==> config.mk <==
export PLATFORM = sky130hd
export DESIGN_NAME = fft_peak_tracker
export DESIGN_NICKNAME = d
export VERILOG_FILES = /design/src/rtl/fft_peak_tracker.sv
export SDC_FILE = /design/constraint.sdc
export NUM_CORES = 2
export LEC_CHECK = 0
export ABC_AREA = 1
export BUFFER_PORTS_ARGS = -buffer_cell sky130_fd_sc_hd__buf_2
export CORE_ASPECT_RATIO = 1.2
export CORE_MARGIN = 2
export CORE_UTILIZATION = 57
export DETAILED_ROUTE_END_ITERATION = 10
export PLACE_DENSITY_LB_ADDON = 0.2
export RECOVER_POWER = 25
export SYNTH_ARGS = -nofsm -noshare
export SYNTH_HDL_FRONTEND = slang
export SYNTH_SLANG_ARGS = --single-unit
==> constraint.sdc <==
create_clock -name clk_i -period 18.8 [get_ports clk_i]
set_input_delay 1.88 -clock clk_i [delete_from_list [all_inputs] [get_ports clk_i]]
set_output_delay 1.88 -clock clk_i [all_outputs]
set_load 0.1 [all_outputs]
==> src/rtl/fft_peak_tracker.sv <==
// fft_peak_tracker: per-frame spectral peak, peak |X|^2 and band energy.
// Optional build macro PEAK_DECAY_EN adds a decaying peak-hold output.
module fft_peak_tracker #(
   parameter int DATA_WIDTH  = 24,
   parameter int FFT_SIZE    = 256,
   parameter int BIN_LO      = 1,
   parameter int BIN_HI      = 127,
   parameter int DECAY_SHIFT = 3
) (
   input  logic                                       clk_i,
   input  logic                                       rst_i,
   input  logic [DATA_WIDTH-1:0]                      data_real_i,
   input  logic [DATA_WIDTH-1:0]                      data_imag_i,
   input  logic                                       first_i,
   input  logic                                       valid_i,
   output logic                                       ready_o,
   output logic [$clog2(FFT_SIZE)-1:0]                peak_bin_o,
   output logic [2*DATA_WIDTH-1:0]                    peak_mag_o,
   output logic [2*DATA_WIDTH+$clog2(FFT_SIZE)-1:0]   energy_o,
   output logic [2*DATA_WIDTH-1:0]                    hold_mag_o,
   output logic                                       res_valid_o,
   input  logic                                       res_ready_i,
   output logic [5:0]                                 led_o,
   output logic                                       overrun_o,
   output logic                                       frame_err_o
);

   localparam int BIN_W = $clog2(FFT_SIZE);
   localparam int MAG_W = 2 * DATA_WIDTH;
   localparam int EN_W  = MAG_W + BIN_W;

   localparam logic [BIN_W-1:0] LAST_BIN = BIN_W'(FFT_SIZE - 1);
   localparam logic [BIN_W-1:0] LO_BIN   = BIN_W'(BIN_LO);
   localparam logic [BIN_W-1:0] HI_BIN   = BIN_W'(BIN_HI);
   localparam logic [BIN_W-1:0] ONE_BIN  = BIN_W'(1);

   localparam bit CFG_OK = (FFT_SIZE >= 4)
                         && ((FFT_SIZE & (FFT_SIZE - 1)) == 0)
                         && (BIN_LO >= 0)
                         && (BIN_LO <= BIN_HI)
                         && (BIN_HI < FFT_SIZE)
                         && (DECAY_SHIFT >= 0)
                         && (DATA_WIDTH >= 2);

   if (!CFG_OK) begin : g_cfg_err
      $error("fft_peak_tracker: illegal parameter set");
   end

   // ---------------------------------------------------------------
   // Input acceptance and bin numbering
   // ---------------------------------------------------------------
   logic                    accept;
   logic [BIN_W-1:0]        cnt;
   logic [BIN_W-1:0]        beat_bin;

   logic                    s0_vld;
   logic signed [DATA_WIDTH-1:0] s0_re;
   logic signed [DATA_WIDTH-1:0] s0_im;
   logic [BIN_W-1:0]        s0_bin;

   assign accept   = valid_i & ready_o;
   assign beat_bin = first_i ? '0 : cnt;

   // Ready comes up on the first edge after reset and never drops.
   always_ff @(posedge clk_i or posedge rst_i) begin
      if (rst_i) ready_o <= 1'b0;
      else       ready_o <= 1'b1;
   end

   // Capture the accepted beat, number it, and flag mid-frame resyncs.
   always_ff @(posedge clk_i or posedge rst_i) begin
      if (rst_i) begin
         cnt         <= '0;
         s0_vld      <= 1'b0;
         s0_re       <= '0;
         s0_im       <= '0;
         s0_bin      <= '0;
         frame_err_o <= 1'b0;
      end else begin
         s0_vld      <= accept;
         frame_err_o <= accept & first_i & (cnt != '0);
         if (accept) begin
            cnt    <= beat_bin + ONE_BIN;
            s0_re  <= data_real_i;
            s0_im  <= data_imag_i;
            s0_bin <= beat_bin;
         end
      end
   end

   // ---------------------------------------------------------------
   // Stage 1: squares
   // ---------------------------------------------------------------
   logic signed [MAG_W-1:0] re_ext;
   logic signed [MAG_W-1:0] im_ext;
   logic signed [MAG_W-1:0] re_sq;
   logic signed [MAG_W-1:0] im_sq;
   logic                    s0_band;

   assign re_ext  = MAG_W'(s0_re);
   assign im_ext  = MAG_W'(s0_im);
   assign re_sq   = re_ext * re_ext;
   assign im_sq   = im_ext * im_ext;
   assign s0_band = (s0_bin >= LO_BIN) && (s0_bin <= HI_BIN);

   logic                    s1_vld;
   logic [MAG_W-1:0]        s1_re2;
   logic [MAG_W-1:0]        s1_im2;
   logic [BIN_W-1:0]        s1_bin;
   logic                    s1_band;

   // Register both squares with the bin index and its band flag.
   always_ff @(posedge clk_i or posedge rst_i) begin
      if (rst_i) begin
         s1_vld  <= 1'b0;
         s1_re2  <= '0;
         s1_im2  <= '0;
         s1_bin  <= '0;
         s1_band <= 1'b0;
      end else begin
         s1_vld <= s0_vld;
         if (s0_vld) begin
            s1_re2  <= re_sq;
            s1_im2  <= im_sq;
            s1_bin  <= s0_bin;
            s1_band <= s0_band;
         end
      end
   end

   // ---------------------------------------------------------------
   // Stage 2: magnitude, running max and band energy
   // ---------------------------------------------------------------
   logic                    s2_vld;
   logic [MAG_W-1:0]        s2_mag;
   logic [BIN_W-1:0]        s2_bin;
   logic                    s2_band;

   // Squares are non-negative and each at most 2^(2W-2), so the sum fits.
   always_ff @(posedge clk_i or posedge rst_i) begin
      if (rst_i) begin
         s2_vld  <= 1'b0;
         s2_mag  <= '0;
         s2_bin  <= '0;
         s2_band <= 1'b0;
      end else begin
         s2_vld <= s1_vld;
         if (s1_vld) begin
            s2_mag  <= s1_re2 + s1_im2;
            s2_bin  <= s1_bin;
            s2_band <= s1_band;
         end
      end
   end

   logic [MAG_W-1:0]        run_max;
   logic [BIN_W-1:0]        run_bin;
   logic [EN_W-1:0]         run_en;
   logic [MAG_W-1:0]        base_max;
   logic [BIN_W-1:0]        base_bin;
   logic [EN_W-1:0]         base_en;
   logic [MAG_W-1:0]        nxt_max;
   logic [BIN_W-1:0]        nxt_bin;
   logic [EN_W-1:0]         nxt_en;
   logic                    close;

   assign close = s2_vld & (s2_bin == LAST_BIN);

   // Bin 0 always opens a fresh frame, which also drops any partial one.
   always_comb begin
      base_max = run_max;
      base_bin = run_bin;
      base_en  = run_en;
      if (s2_bin == '0) begin
         base_max = '0;
         base_bin = LO_BIN;
         base_en  = '0;
      end
      nxt_max = base_max;
      nxt_bin = base_bin;
      nxt_en  = base_en;
      if (s2_band) begin
         nxt_en = base_en + EN_W'(s2_mag);
         if (s2_mag > base_max) begin
            nxt_max = s2_mag;
            nxt_bin = s2_bin;
         end
      end
   end

   // Running accumulators; cleared right after the last bin is folded in.
   always_ff @(posedge clk_i or posedge rst_i) begin
      if (rst_i) begin
         run_max <= '0;
         run_bin <= LO_BIN;
         run_en  <= '0;
      end else if (s2_vld) begin
         if (close) begin
            run_max <= '0;
            run_bin <= LO_BIN;
            run_en  <= '0;
         end else begin
            run_max <= nxt_max;
            run_bin <= nxt_bin;
            run_en  <= nxt_en;
         end
      end
   end

   // ---------------------------------------------------------------
   // Result port
   // ---------------------------------------------------------------
   logic                    res_free;

   assign res_free = ~res_valid_o | res_ready_i;

   // Load on frame close if the slot is free; otherwise drop and flag.
   always_ff @(posedge clk_i or posedge rst_i) begin
      if (rst_i) begin
         peak_bin_o  <= '0;
         peak_mag_o  <= '0;
         energy_o    <= '0;
         res_valid_o <= 1'b0;
         overrun_o   <= 1'b0;
      end else begin
         overrun_o <= 1'b0;
         if (close) begin
            if (res_free) begin
               peak_bin_o  <= nxt_bin;
               peak_mag_o  <= nxt_max;
               energy_o    <= nxt_en;
               res_valid_o <= 1'b1;
            end else begin
               overrun_o <= 1'b1;
            end
         end else if (res_valid_o && res_ready_i) begin
            res_valid_o <= 1'b0;
         end
      end
   end

   if (BIN_W >= 6) begin : g_led_wide
      assign led_o = peak_bin_o[BIN_W-1 -: 6];
   end else begin : g_led_narrow
      assign led_o = 6'(peak_bin_o);
   end

`ifdef PEAK_DECAY_EN
   logic [MAG_W-1:0]        hold;
   logic [MAG_W-1:0]        hold_dec;

   assign hold_dec = hold - (hold >> DECAY_SHIFT);

   // Peak hold: new frame peak or the decayed hold, whichever is larger.
   always_ff @(posedge clk_i or posedge rst_i) begin
      if (rst_i) begin
         hold <= '0;
      end else if (close) begin
         hold <= (nxt_max > hold_dec) ? nxt_max : hold_dec;
      end
   end

   assign hold_mag_o = hold;
`else
   assign hold_mag_o = '0;
`endif

endmodule
==> PnR_summary.wiki <==
{| class="wikitable"
! Metric !! Value
|-
| Status || finished with violations
|-
| Failing checks || capacitance limit, slew limit
|-
| Maximum buffer depth of the clock tree || 3
|-
| Min-delay worst type || flip-flop to flip-flop
|-
| Xor-xnor portion of the synthesized cell area || 1.34%
|-
| Number of antenna violations at the first check in global routing || 2
|-
| Complex-gate fraction of the synthesized area || 6.43%
|-
| Area of the placeable core || 118000 µm²
|-
| Weighted congestion reported at the end of routability-driven placement || 1.06
|-
| Total GRT Usage || 34.3%
|-
| Global-route wire length before repair || 325000 µm
|-
| Post-CTS clock slew at the launch and capture registers of the worst setup and hold paths || 0.07 ns
|-
| Max-cap violation count || 10
|-
| Share of post-route cells with drive strength above 1 || 4.79%
|-
| Worst-case reg-to-reg path depth || 24
|-
| Synthesis-to-layout area growth || 6.03%
|-
| Width of the die || 319 µm
|-
| Fin crit period || 7.71 ns
|-
| Delay of the slowest cell on the worst path || 0.83 ns
|-
| Ratio of final minimum period to clock period || 41.0%
|-
| Mean post-synth cell area || 7.75 µm²
|-
| Number of nets with antenna violations after routing || 0
|-
| Number of buffers added on ports || 174
|-
| Via count of the first global-routing pass || 59.2k
|-
| Post-CTS setup-driven buffer insertion count || 0
|-
| Final-report setup violation count || 0
|-
| Remaining routing DRC violations || 0
|-
| Maximum number of pins on one net before global-route repair || 151
|-
| Worst Hold Path Cells || 2
|-
| Required time at the worst-slack endpoint || 19.36 ns
|-
| Clock root cell || sky130_fd_sc_hd__clkbuf_16
|-
| Highest Clock Rate || 0.130 GHz
|-
| Cell count after synthesis || 8755
|-
| Number of nets in the layout || 10.4k
|-
| Highest-count cells in the layout ignoring fill and taps || sky130_fd_sc_hd__nand2_1, sky130_fd_sc_hd__inv_1, sky130_fd_sc_hd__fa_1
|-
| Hpwl dp || 170000 µm
|-
| Routed via count || 55.6k
|-
| Worst slew margin relative to its limit || -145%
|-
| Most common cell after layout, fill and taps aside || sky130_fd_sc_hd__nand2_1
|-
| Kind of critical path || flip-flop to flip-flop
|-
| Starting density of the core || 57.5%
|-
| Number of flops mapped to enable cells by yosys || 0
|-
| Count of state elements after synthesis || 455
|-
| Adder-cell share of the synthesized area || 40.8%
|-
| Worst Clk Skew || 0.0289 ns
|-
| Unrepaired setup endpoints after global routing || no
|-
| Iter 0 DRT Violations || 3644
|-
| Worst Tran Pin Value || 3.65 ns
|-
| H-tree depth || 2
|-
| Congestion Overflow GR || 0
|-
| Detailed-route wire length || 203000 µm
|-
| CP Launch Type || flip-flop
|-
| CP max stage cell || sky130_fd_sc_hd__fa_1
|-
| Mux cell area share after synthesis || 0%
|-
| Final Hold Violating Endpoints || 0
|-
| Worst hold slack after final layout || 0.474 ns
|-
| Inserted Clock Buffers || 54
|-
| Y dimension of the die || 382 µm
|-
| # clock sinks || 455
|-
| Number of detailed-routing iterations run before antenna repair || 5
|-
| Post-Synth Simple-Gate Area || 20.5%
|-
| CP Max Fanout || 25
|-
| Warnings from Yosys || 0
|-
| Mapped cell area || 67900 µm²
|-
| Data arrival, critical path || 8.26 ns
|-
| Max Slew Vio Count || 560
|-
| Row count || 138
|-
| Post-synthesis async set-or-reset flop share || 100%
|-
| Cells traversed along the worst timing path || nand2_1, inv_1, fa_1, inv_1, fa_1, inv_1, fa_1, inv_1, fa_1, fa_1, inv_1, fa_1, inv_1, fa_1, inv_1, ha_1, a21oi_1, nand2_1, o21bai_1, a21oi_1, nand3_1, or2_2, nand3_1, nand2_1
|-
| Average wire per cell in the routed design || 19.6 µm
|-
| Via-to-Cell Ratio || 5.36
|-
| Type of element capturing the critical path || flip-flop
|-
| Number of gates resized after CTS || 0
|-
| Ys flop type || sky130_fd_sc_hd__dfrtp_1
|-
| Hold-fix buffer count after cts || 0
|-
| Insertion delay of the later-clocked pin in the worst-skew pair || 0.69 ns
|-
| Die Area || 122000 µm²
|-
| IO Count || 223
|-
| Sequential share of the synthesized area || 16.8%
|-
| CTS tree || built
|-
| Yosys cell types || 56
|-
| Largest family of logic cells by synthesized area || adder cells
|-
| Sum of negative setup slack || 0 ns
|}
-- cell type report --
class	count	area [µm²]
tap	1540	1930
clock inverter	35	602
sequential	455	11400
fill	10875	46100
multi-input combinational	5886	47100
inverter	2141	8040
clock buffer	67	1510
antenna	1	2.50
timing repair buffer	245	1390
-- worst paths after layout --
check / from / end / slack [ns]
max: s0_im[1] / s1_im2[41] / 11.09
min: peak_mag_o[39] / peak_mag_o[39] / 0.47
max reg2reg: s0_im[1] / s1_im2[41] / 11.09
min reg2reg: peak_mag_o[39] / peak_mag_o[39] / 0.47
max in group asynchronous: rst_i / s1_re2[43] / 11.75
min in group asynchronous: rst_i / peak_mag_o[10] / 2.27
-- per-stage QoR --
step | util, % | worst slack, ns | area [µm²] | cells
6_report | 60.9 | 11.09 | 72000 | 10370
2_1_floorplan | - | 4.24 | 68100 | 8802
3_5_place_dp | 59.2 | 11.20 | 69900 | 10267
5_1_grt | 60.9 | 10.45 | 72000 | 10369
4_1_cts | 61.0 | 11.15 | 72000 | 10369
3_3_place_gp | 59.2 | 11.21 | 69900 | 10267
-- cells in the mapped netlist (all sizes together), types with 37 or more instances --
| library cell | number | share of area, % |
|---|---|---|
| a21oi | 262 | 2.0 |
| o21bai | 52 | 0.58 |
| ha | 428 | 7.9 |
| nand3 | 445 | 3.3 |
| buf | 115 | 1.1 |
| xnor2 | 63 | 0.81 |
| inv | 2141 | 12 |
| nor2 | 571 | 3.2 |
| nand2 | 2183 | 12 |
| xor2 | 41 | 0.53 |
| nor3 | 44 | 0.35 |
| clkbuf | 205 | 1.1 |
| dfrtp | 454 | 17 |
| nand4 | 68 | 0.64 |
| fa | 1117 | 33 |
| a31oi | 57 | 0.53 |
| o21ai | 362 | 2.7 |
| nand3b | 37 | 0.41 |
-- sequential cells by signal, indices dropped and copies added (netlist names), 8 cells and up --
signal and count:
energy_o 56, s0_bin 8, run_max 48, cnt 8, run_bin 8, peak_mag_o 48
run_en 56, s1_im2 47, s1_bin 8, s2_bin 8, s1_re2 47, s2_mag 48
s0_re 24, s0_im 24, peak_bin_o 8
-- cell families (layout without fill, tap and decap cells) --
logic type,after synthesis,after routing
AND/OR/NAND/NOR,3398,3398
buffers and inverters,2461,2488
adder cells (fa/ha/maj),1545,1545
AO/OA/AOI/OAI,790,790
flip-flops,455,455
XOR/XNOR,104,104
other,2,50
-- worst max-delay path: cells and delay by family, from the launching register on --
family | cells | cell delay (ns)
adders and majority gates | 8 | 4.61
AOI/OAI and AO/OA | 3 | 0.54
buffers and inverters | 7 | 0.75
and+or+nand+nor | 6 | 0.91
DFF | 1 | 0.76
-- per-layer routing --
metal  vias to the layer above  part of all wire [%]  GRT usage, %
met3                       456                   4.3          3.60
li1                      26069                     -             -
met4                         2                   6.0          17.5
met1                     27516                    40          41.8
met2                      1526                    50          60.6
met5                         -                0.0059             0
Power is left out: the tool's default activity adds up to more than one toggle a clock period on the data nets, which glitch-free logic cannot reach.
